**src/rtl/card_match_controller.sv**
```systemverilog
// Two-player memory-card game sequencer for a 4x4 board: owns card state, cursor,
// turn, scores and the reveal/turn timers that pace each move.
module card_match_controller #(
    parameter int N_CARDS     = 16,
    parameter int SHOW_CYCLES = 50_000_000,
    parameter int TURN_CYCLES = 750_000_000
) (
    input  logic                   clk,
    input  logic                   rst,
    input  logic                   start,
    input  logic                   btn_next,
    input  logic                   btn_sel,
    input  logic [3*N_CARDS-1:0]   deck_sym,
    output logic [3*N_CARDS-1:0]   card_sym,
    output logic [3:0]             cursor,
    output logic [N_CARDS-1:0]     face_up,
    output logic [N_CARDS-1:0]     matched,
    output logic                   player,
    output logic [3:0]             score0,
    output logic [3:0]             score1,
    output logic                   game_over,
    output logic [1:0]             winner,
    output logic [2:0]             state
);
    localparam int TW = $clog2(TURN_CYCLES + 1);
    localparam int SW = $clog2(SHOW_CYCLES + 1);

    typedef enum logic [2:0] {
        S_IDLE    = 3'd0,
        S_PICK1   = 3'd1,
        S_PICK2   = 3'd2,
        S_SHOW    = 3'd3,
        S_RESOLVE = 3'd4,
        S_DONE    = 3'd5
    } state_t;

    state_t               r_state;
    logic [3*N_CARDS-1:0] r_card_sym;
    logic [3:0]           r_cursor, r_pick_a, r_pick_b;
    logic [N_CARDS-1:0]   r_face_up, r_matched;
    logic                 r_player, r_game_over;
    logic [3:0]           r_score0, r_score1;
    logic [1:0]           r_winner;
    logic [TW-1:0]        r_turn_cnt;
    logic [SW-1:0]        r_show_cnt;

    logic [2:0]           w_syms [N_CARDS];
    logic                 w_sel_ok, w_timeout, w_match, w_done;
    logic [N_CARDS-1:0]   w_cur_mask, w_pair_mask;
    logic [3:0]           w_s0_nxt, w_s1_nxt;
    logic [4:0]           w_sum;

    for (genvar g = 0; g < N_CARDS; g++) begin : g_sym
        assign w_syms[g] = r_card_sym[3*g +: 3];
    end

    assign w_cur_mask  = N_CARDS'(1) << r_cursor;
    assign w_pair_mask = (N_CARDS'(1) << r_pick_a) | (N_CARDS'(1) << r_pick_b);
    assign w_sel_ok    = btn_sel && !r_face_up[r_cursor] && !r_matched[r_cursor];
    assign w_timeout   = (r_turn_cnt == TW'(TURN_CYCLES - 1));
    assign w_match     = (w_syms[r_pick_a] == w_syms[r_pick_b]);
    // Scores saturate at 8 so a malformed deck can never wrap them.
    assign w_s0_nxt    = (w_match && !r_player && r_score0 < 4'd8) ? r_score0 + 4'd1 : r_score0;
    assign w_s1_nxt    = (w_match &&  r_player && r_score1 < 4'd8) ? r_score1 + 4'd1 : r_score1;
    assign w_sum       = {1'b0, w_s0_nxt} + {1'b0, w_s1_nxt};
    assign w_done      = (w_sum == 5'd8);

    always_ff @(posedge clk) begin
        if (rst) begin
            r_state     <= S_IDLE;
            r_card_sym  <= '0;
            r_cursor    <= '0;
            r_pick_a    <= '0;
            r_pick_b    <= '0;
            r_face_up   <= '0;
            r_matched   <= '0;
            r_player    <= 1'b0;
            r_game_over <= 1'b0;
            r_score0    <= '0;
            r_score1    <= '0;
            r_winner    <= '0;
            r_turn_cnt  <= '0;
            r_show_cnt  <= '0;
        end else begin
            case (r_state)
                S_IDLE, S_DONE: begin
                    if (start) begin
                        r_card_sym  <= deck_sym;
                        r_face_up   <= '0;
                        r_matched   <= '0;
                        r_score0    <= '0;
                        r_score1    <= '0;
                        r_cursor    <= '0;
                        r_player    <= 1'b0;
                        r_winner    <= '0;
                        r_game_over <= 1'b0;
                        r_turn_cnt  <= '0;
                        r_state     <= S_PICK1;
                    end
                end
                S_PICK1, S_PICK2: begin
                    if (btn_next)
                        r_cursor <= r_cursor + 4'd1;
                    // Timeout beats a same-cycle select; face-up cards are never matched ones.
                    if (w_timeout) begin
                        r_face_up  <= '0;
                        r_player   <= ~r_player;
                        r_turn_cnt <= '0;
                        r_state    <= S_PICK1;
                    end else begin
                        r_turn_cnt <= r_turn_cnt + TW'(1);
                        if (w_sel_ok) begin
                            r_face_up <= r_face_up | w_cur_mask;
                            if (r_state == S_PICK1) begin
                                r_pick_a <= r_cursor;
                                r_state  <= S_PICK2;
                            end else begin
                                r_pick_b   <= r_cursor;
                                r_show_cnt <= SW'(SHOW_CYCLES - 1);
                                r_state    <= S_SHOW;
                            end
                        end
                    end
                end
                S_SHOW: begin
                    if (r_show_cnt == '0)
                        r_state <= S_RESOLVE;
                    else
                        r_show_cnt <= r_show_cnt - SW'(1);
                end
                S_RESOLVE: begin
                    r_face_up <= r_face_up & ~w_pair_mask;
                    r_score0  <= w_s0_nxt;
                    r_score1  <= w_s1_nxt;
                    if (w_match)
                        r_matched <= r_matched | w_pair_mask;
                    else
                        r_player <= ~r_player;
                    if (w_done) begin
                        r_game_over <= 1'b1;
                        r_winner    <= (w_s0_nxt > w_s1_nxt) ? 2'd1 :
                                       (w_s1_nxt > w_s0_nxt) ? 2'd2 : 2'd3;
                        r_state     <= S_DONE;
                    end else begin
                        r_turn_cnt <= '0;
                        r_state    <= S_PICK1;
                    end
                end
                default: r_state <= S_IDLE;
            endcase
        end
    end

    assign card_sym  = r_card_sym;
    assign cursor    = r_cursor;
    assign face_up   = r_face_up;
    assign matched   = r_matched;
    assign player    = r_player;
    assign score0    = r_score0;
    assign score1    = r_score1;
    assign game_over = r_game_over;
    assign winner    = r_winner;
    assign state     = r_state;
endmodule

```
**config.mk**
```make
export PLATFORM = sky130hd
export DESIGN_NAME = card_match_controller
export DESIGN_NICKNAME = d
export VERILOG_FILES = /design/src/rtl/card_match_controller.sv
export SDC_FILE = /design/constraint.sdc
export NUM_CORES = 1
export LEC_CHECK = 0
export CAP_MARGIN = 20
export CORE_ASPECT_RATIO = 0.9
export CORE_MARGIN = 5
export CORE_UTILIZATION = 30
export DETAILED_ROUTE_END_ITERATION = 6
export GPL_TIMING_DRIVEN = 0
export PLACE_DENSITY = 0.57
export SYNTH_ARGS = -nofsm -noshare
export SYNTH_HDL_FRONTEND = slang
export SYNTH_SLANG_ARGS = --single-unit
```
**constraint.sdc**
```tcl
create_clock -name clk -period 6.35 [get_ports clk]
set_clock_uncertainty 0.2 [all_clocks]
set_input_delay 1.27 -clock clk [delete_from_list [all_inputs] [get_ports clk]]
set_output_delay 1.27 -clock clk [all_outputs]
set_load 0.02 [all_outputs]
```
==> metrics.log <==
[metrics] outcome: complete, no violations
[metrics] count of buffers inserted at the top-level ports: 151
[metrics] DRC viols: 0
[metrics] multiplexer area fraction after synthesis: 8.63%
[metrics] Sinks on Clock Net: 163
[metrics] remaining number of nets flagged by the antenna check after routing: 0
[metrics] largest fanout of any net on the critical path: 10
[metrics] HPWL reported at the end of detailed placement: 21400 um
[metrics] highest achievable clock rate: 173 MHz
[metrics] Synth Warn #: 0
[metrics] share of the synthesized area in the top cell type: 38.2%
[metrics] fraction of the yosys area taken by sequential cells: 38.2%
[metrics] first-pass iteration count of the detailed router: 5
[metrics] wirelength, routed: 28200 um
[metrics] Post-synth ARST share: 0%
[metrics] share of the clock period used by the worst path: 91.1%
[metrics] simple logic cell fraction of the synthesized area: 21.5%
[metrics] clock transition time at the flip-flop clock pins of the worst setup and hold paths: 0.07 ns
[metrics] reg-to-reg startpoint: r_pick_a[0]$_SDFFE_PP0P_
[metrics] growth of design area from synthesis to finish: 29.9%
[metrics] post-place setup slack: 0.425 ns
[metrics] worst-skew pair later-pin latency: 0.44 ns
[metrics] maximum resistive drop on vdd: 0.000128 V
[metrics] Placed Cells incl. Taps: 1509
[metrics] number of nets in the layout: 1241
[metrics] kind of end point of the critical path: flop
[metrics] kind of start point of the critical path: flop
[metrics] Worst Hold Depth: 2
[metrics] total via count after detailed routing: 8023
[metrics] Crit path arrival time: 5.89 ns
[metrics] Clk Tree Root Cell: clkbuf_16
[metrics] reg-to-reg setup timing slack: 0.56 ns
[metrics] post-synthesis cell count: 998
[metrics] Remaining Overflow, GRT: 0
[metrics] pin count of the biggest net entering global routing: 18
[metrics] layout cell share with drive strength beyond 1: 5.92%
[metrics] HP Class: flop to flop
[metrics] Detailed Route Iter0 Violations: 588
[metrics] vias per inst: 5.20
[metrics] power density cells: 263 mW/mm^2
[metrics] dpl cell area: 0.0105 mm^2
[metrics] area of combinational cells with multiple inputs: 0.00490 mm^2
[metrics] Worst Min Path Start: game_over$_SDFFE_PP0P_
[metrics] final std cell area, no fill: 0.0111 mm^2
[metrics] number of synthesized flops with an enable pin: 0
[metrics] dominant combinational cell family by area after synthesis: simple AND/OR/NAND/NOR gates
[metrics] leading area contributor after synthesis: dfxtp_1
[metrics] number of post-CTS setup repair buffers: 0
[metrics] number of cells on the worst reg-to-reg path: 18
[metrics] critical path required time: 6.46 ns
[metrics] count of unique library cells instantiated by Yosys: 65
[metrics] routed wire length per instance: 18.3 um
[metrics] R2R Path End: r_turn_cnt[15]$_SDFFE_PP0P_
[metrics] initial antenna violation count: 0
[metrics] total global-route track usage: 17.3%
[metrics] die area: 0.0320 mm^2
[metrics] top post-synthesis cells by area: dfxtp_1 (38%), a21oi_1 (6.5%), nand2_1 (6.4%)
[metrics] count of maximum capacitance violations: 0
[metrics] endpoints failing hold: 0
[metrics] total core area: 0.0280 mm^2
[metrics] total negative slack: 0 ns
[metrics] Tmin final: 5.79 ns
[metrics] number of endpoints failing setup at the final stage: 0
[metrics] # rows: 58
[metrics] total power of the final layout: 2.92 mW
[metrics] Inserted Clock Buffers: 17
[metrics] number of nets produced by synthesis: 1070
[metrics] leakage power figure: 3.77 nW
[metrics] Final Max Slew Viols: 0
[metrics] Sequential Area: 0.00326 mm^2
[metrics] post-synth design cell area: 0.00855 mm^2
[metrics] Die Height: 170 um
[metrics] RSZ-0062 raised after global routing: false
[metrics] first-pass GRT wire length: 44000 um
[metrics] die width: 188 um
[metrics] number of global-route vias before repair: 7722
[metrics] maximum count of clock buffers along a single path: 2
[metrics] Final Core Density: 39.7%
[metrics] gpl congestion: 0.890
[metrics] synthesized area divided by synthesized cell count: 8.57 um^2
[metrics] worst hold-check slack: 0.273 ns
[metrics] I/O Pins: 152
[metrics] initial standard-cell utilization of the core: 30.5%
[metrics] number of filler instances in the final layout: 2836
[metrics] synthesized-area fraction occupied by ao, oa, aoi and oai cells: 17.3%
[metrics] share of synthesized cell area in full adder, half adder and majority cells: 2.87%
[metrics] Worst Slack Setup Final: 0.565 ns
[metrics] flip-flop and latch count after synthesis: 163
[metrics] CTS HTree Levels: 4
[metrics] Endpoint, Worst Hold: game_over$_SDFFE_PP0P_
[metrics] critical path start-end classification: flop to flop
[metrics] worst-case headroom to the max-slew limit: 32.6%
[metrics] clock tree from TritonCTS: built
[metrics] Post-Synth XOR/XNOR Area: 6.91%
[metrics] most frequently used flop master after synthesis: dfxtp_1
[metrics] ant diodes: 0
[metrics] non-filler cells in the finished layout: 1542
[metrics] Least-Margin Pin Slew: 0.998 ns
[synth_stat cells (5+ instances only)]
cell type	count
a21oi_1	111
a22oi_1	21
a31oi_1	12
and2_1	6
buf_1	5
buf_2	7
clkbuf_1	46
dfxtp_1	163
ha_1	18
inv_1	38
mux2i_1	7
mux4_1	10
mux4_2	18
nand2_1	146
nand2b_1	7
nand3_1	23
nand4_1	14
nor2_1	93
nor2b_1	12
nor3_1	23
nor4_1	17
o211ai_1	12
o21a_1	17
o21ai_0	16
o31ai_1	5
o32ai_1	14
or3_1	10
xnor2_1	36
xor2_1	22
[critical path, stage by stage, from the launching register on]
cell and delay (ns):
dfxtp_1 0.31, buf_2 0.21, buf_2 0.31, mux4_2 0.54
a22oi_1 0.18, nand2_1 0.19, xnor2_4 0.33, nand4_1 0.32
xnor2_1 0.31, ha_1 0.19, inv_1 0.06, fa_1 0.44
nor3b_1 0.16, nand4_1 0.12, clkbuf_1 0.48, nand2_1 0.31
o21ai_2 0.44, clkbuf_1 0.44, nor2_1 0.10
[per-layer routing]
layer | part of all wire (%) | track usage [%] | vias up
met5 | 0 | 0 | -
met4 | 1.5 | 4.98 | 0
met3 | 5.4 | 3.38 | 33
met2 | 46 | 27.7 | 249
met1 | 48 | 23.8 | 3825
li1 | - | - | 3916
[final cells by class]
class                      count  area share (%)
sequential                   163            29.4
clock buffer                  17            3.83
buffer                        60            2.24
multi-input combinational    736            44.1
inverter                      39            1.32
timing repair buffer         152            13.7
tap                          360            4.05
clock inverter                15            1.46
[cells in the final DEF, fill, tap and decap left out, types with 4 or more instances in the layout]
| cell | count |
|---|---|
| dfxtp_1 | 163 |
| clkdlybuf4s50_1 | 151 |
| nand2_1 | 146 |
| a21oi_1 | 111 |
| nor2_1 | 93 |
| clkbuf_1 | 46 |
| inv_1 | 38 |
| xnor2_1 | 36 |
| nor3_1 | 23 |
| nand3_1 | 23 |
| xor2_1 | 22 |
| a22oi_1 | 21 |
| mux4_2 | 18 |
| ha_1 | 18 |
| nor4_1 | 17 |
| o21a_1 | 17 |
| clkbuf_16 | 17 |
| o21ai_0 | 16 |
| nand4_1 | 14 |
| o32ai_1 | 14 |
| nor2b_1 | 12 |
| o211ai_1 | 12 |
| a31oi_1 | 12 |
| mux4_1 | 10 |
| or3_1 | 10 |
| buf_2 | 8 |
| mux2i_1 | 7 |
| nand2b_1 | 7 |
| and2_1 | 6 |
| inv_6 | 6 |
| buf_1 | 5 |
| o31ai_1 | 5 |
| inv_8 | 5 |
| and4_1 | 4 |
| nor4bb_1 | 4 |
| or4_1 | 4 |
| a32o_1 | 4 |
| o2111ai_1 | 4 |
[worst max-delay path by stage]
stage                             startpoint                           to  slack [ns]  cells past startpoint
floorplan           r_pick_a[0]$_SDFFE_PP0P_  r_turn_cnt[10]$_SDFFE_PP0P_        1.73                     17
global placement    r_pick_a[0]$_SDFFE_PP0P_   r_turn_cnt[5]$_SDFFE_PP0P_        0.52                     18
detailed placement  r_pick_a[0]$_SDFFE_PP0P_  r_turn_cnt[16]$_SDFFE_PP0P_        0.42                     18
CTS                 r_pick_a[0]$_SDFFE_PP0P_  r_turn_cnt[18]$_SDFFE_PP0P_        0.40                     18
global route        r_pick_a[0]$_SDFFE_PP0P_  r_turn_cnt[11]$_SDFFE_PP0P_        0.14                     19
finish              r_pick_a[0]$_SDFFE_PP0P_  r_turn_cnt[15]$_SDFFE_PP0P_        0.56                     18
[report_power, final]
part | switching [mW] | internal [mW] | leakage (nW)
Sequential | 0.0730 | 1.08 | 1.32
Combinational | 0.428 | 0.282 | 2.17
Clock | 0.491 | 0.562 | 0.285
Total | 0.992 | 1.93 | 3.77
[sequential cells by signal (all words and copies together), names as in the netlist]
| name | flops |
|---|---|
| score0 | 4 |
| state | 3 |
| cursor | 4 |
| r_show_cnt | 26 |
| matched | 16 |
| card_sym | 48 |
| r_pick_b | 4 |
| r_pick_a | 4 |
| face_up | 16 |
| game_over | 1 |
| r_turn_cnt | 30 |
| winner | 2 |
| player | 1 |
| score1 | 4 |
[cell families after synthesis]
group           Yosys count
compound gates          236
buf+inv                  99
xor+xnor                 61
mux                      35
flops                   163
fa+ha+maj                19
simple gates            385
[what timing repair did]
| action | in CTS | in global routing |
|---|---|---|
| setup endpoints to repair | 0 | 20 |
| hold buffers | 0 | 0 |
| resized for setup | 0 | 1 |
Note: power is estimated with default switching activity, not from simulation.
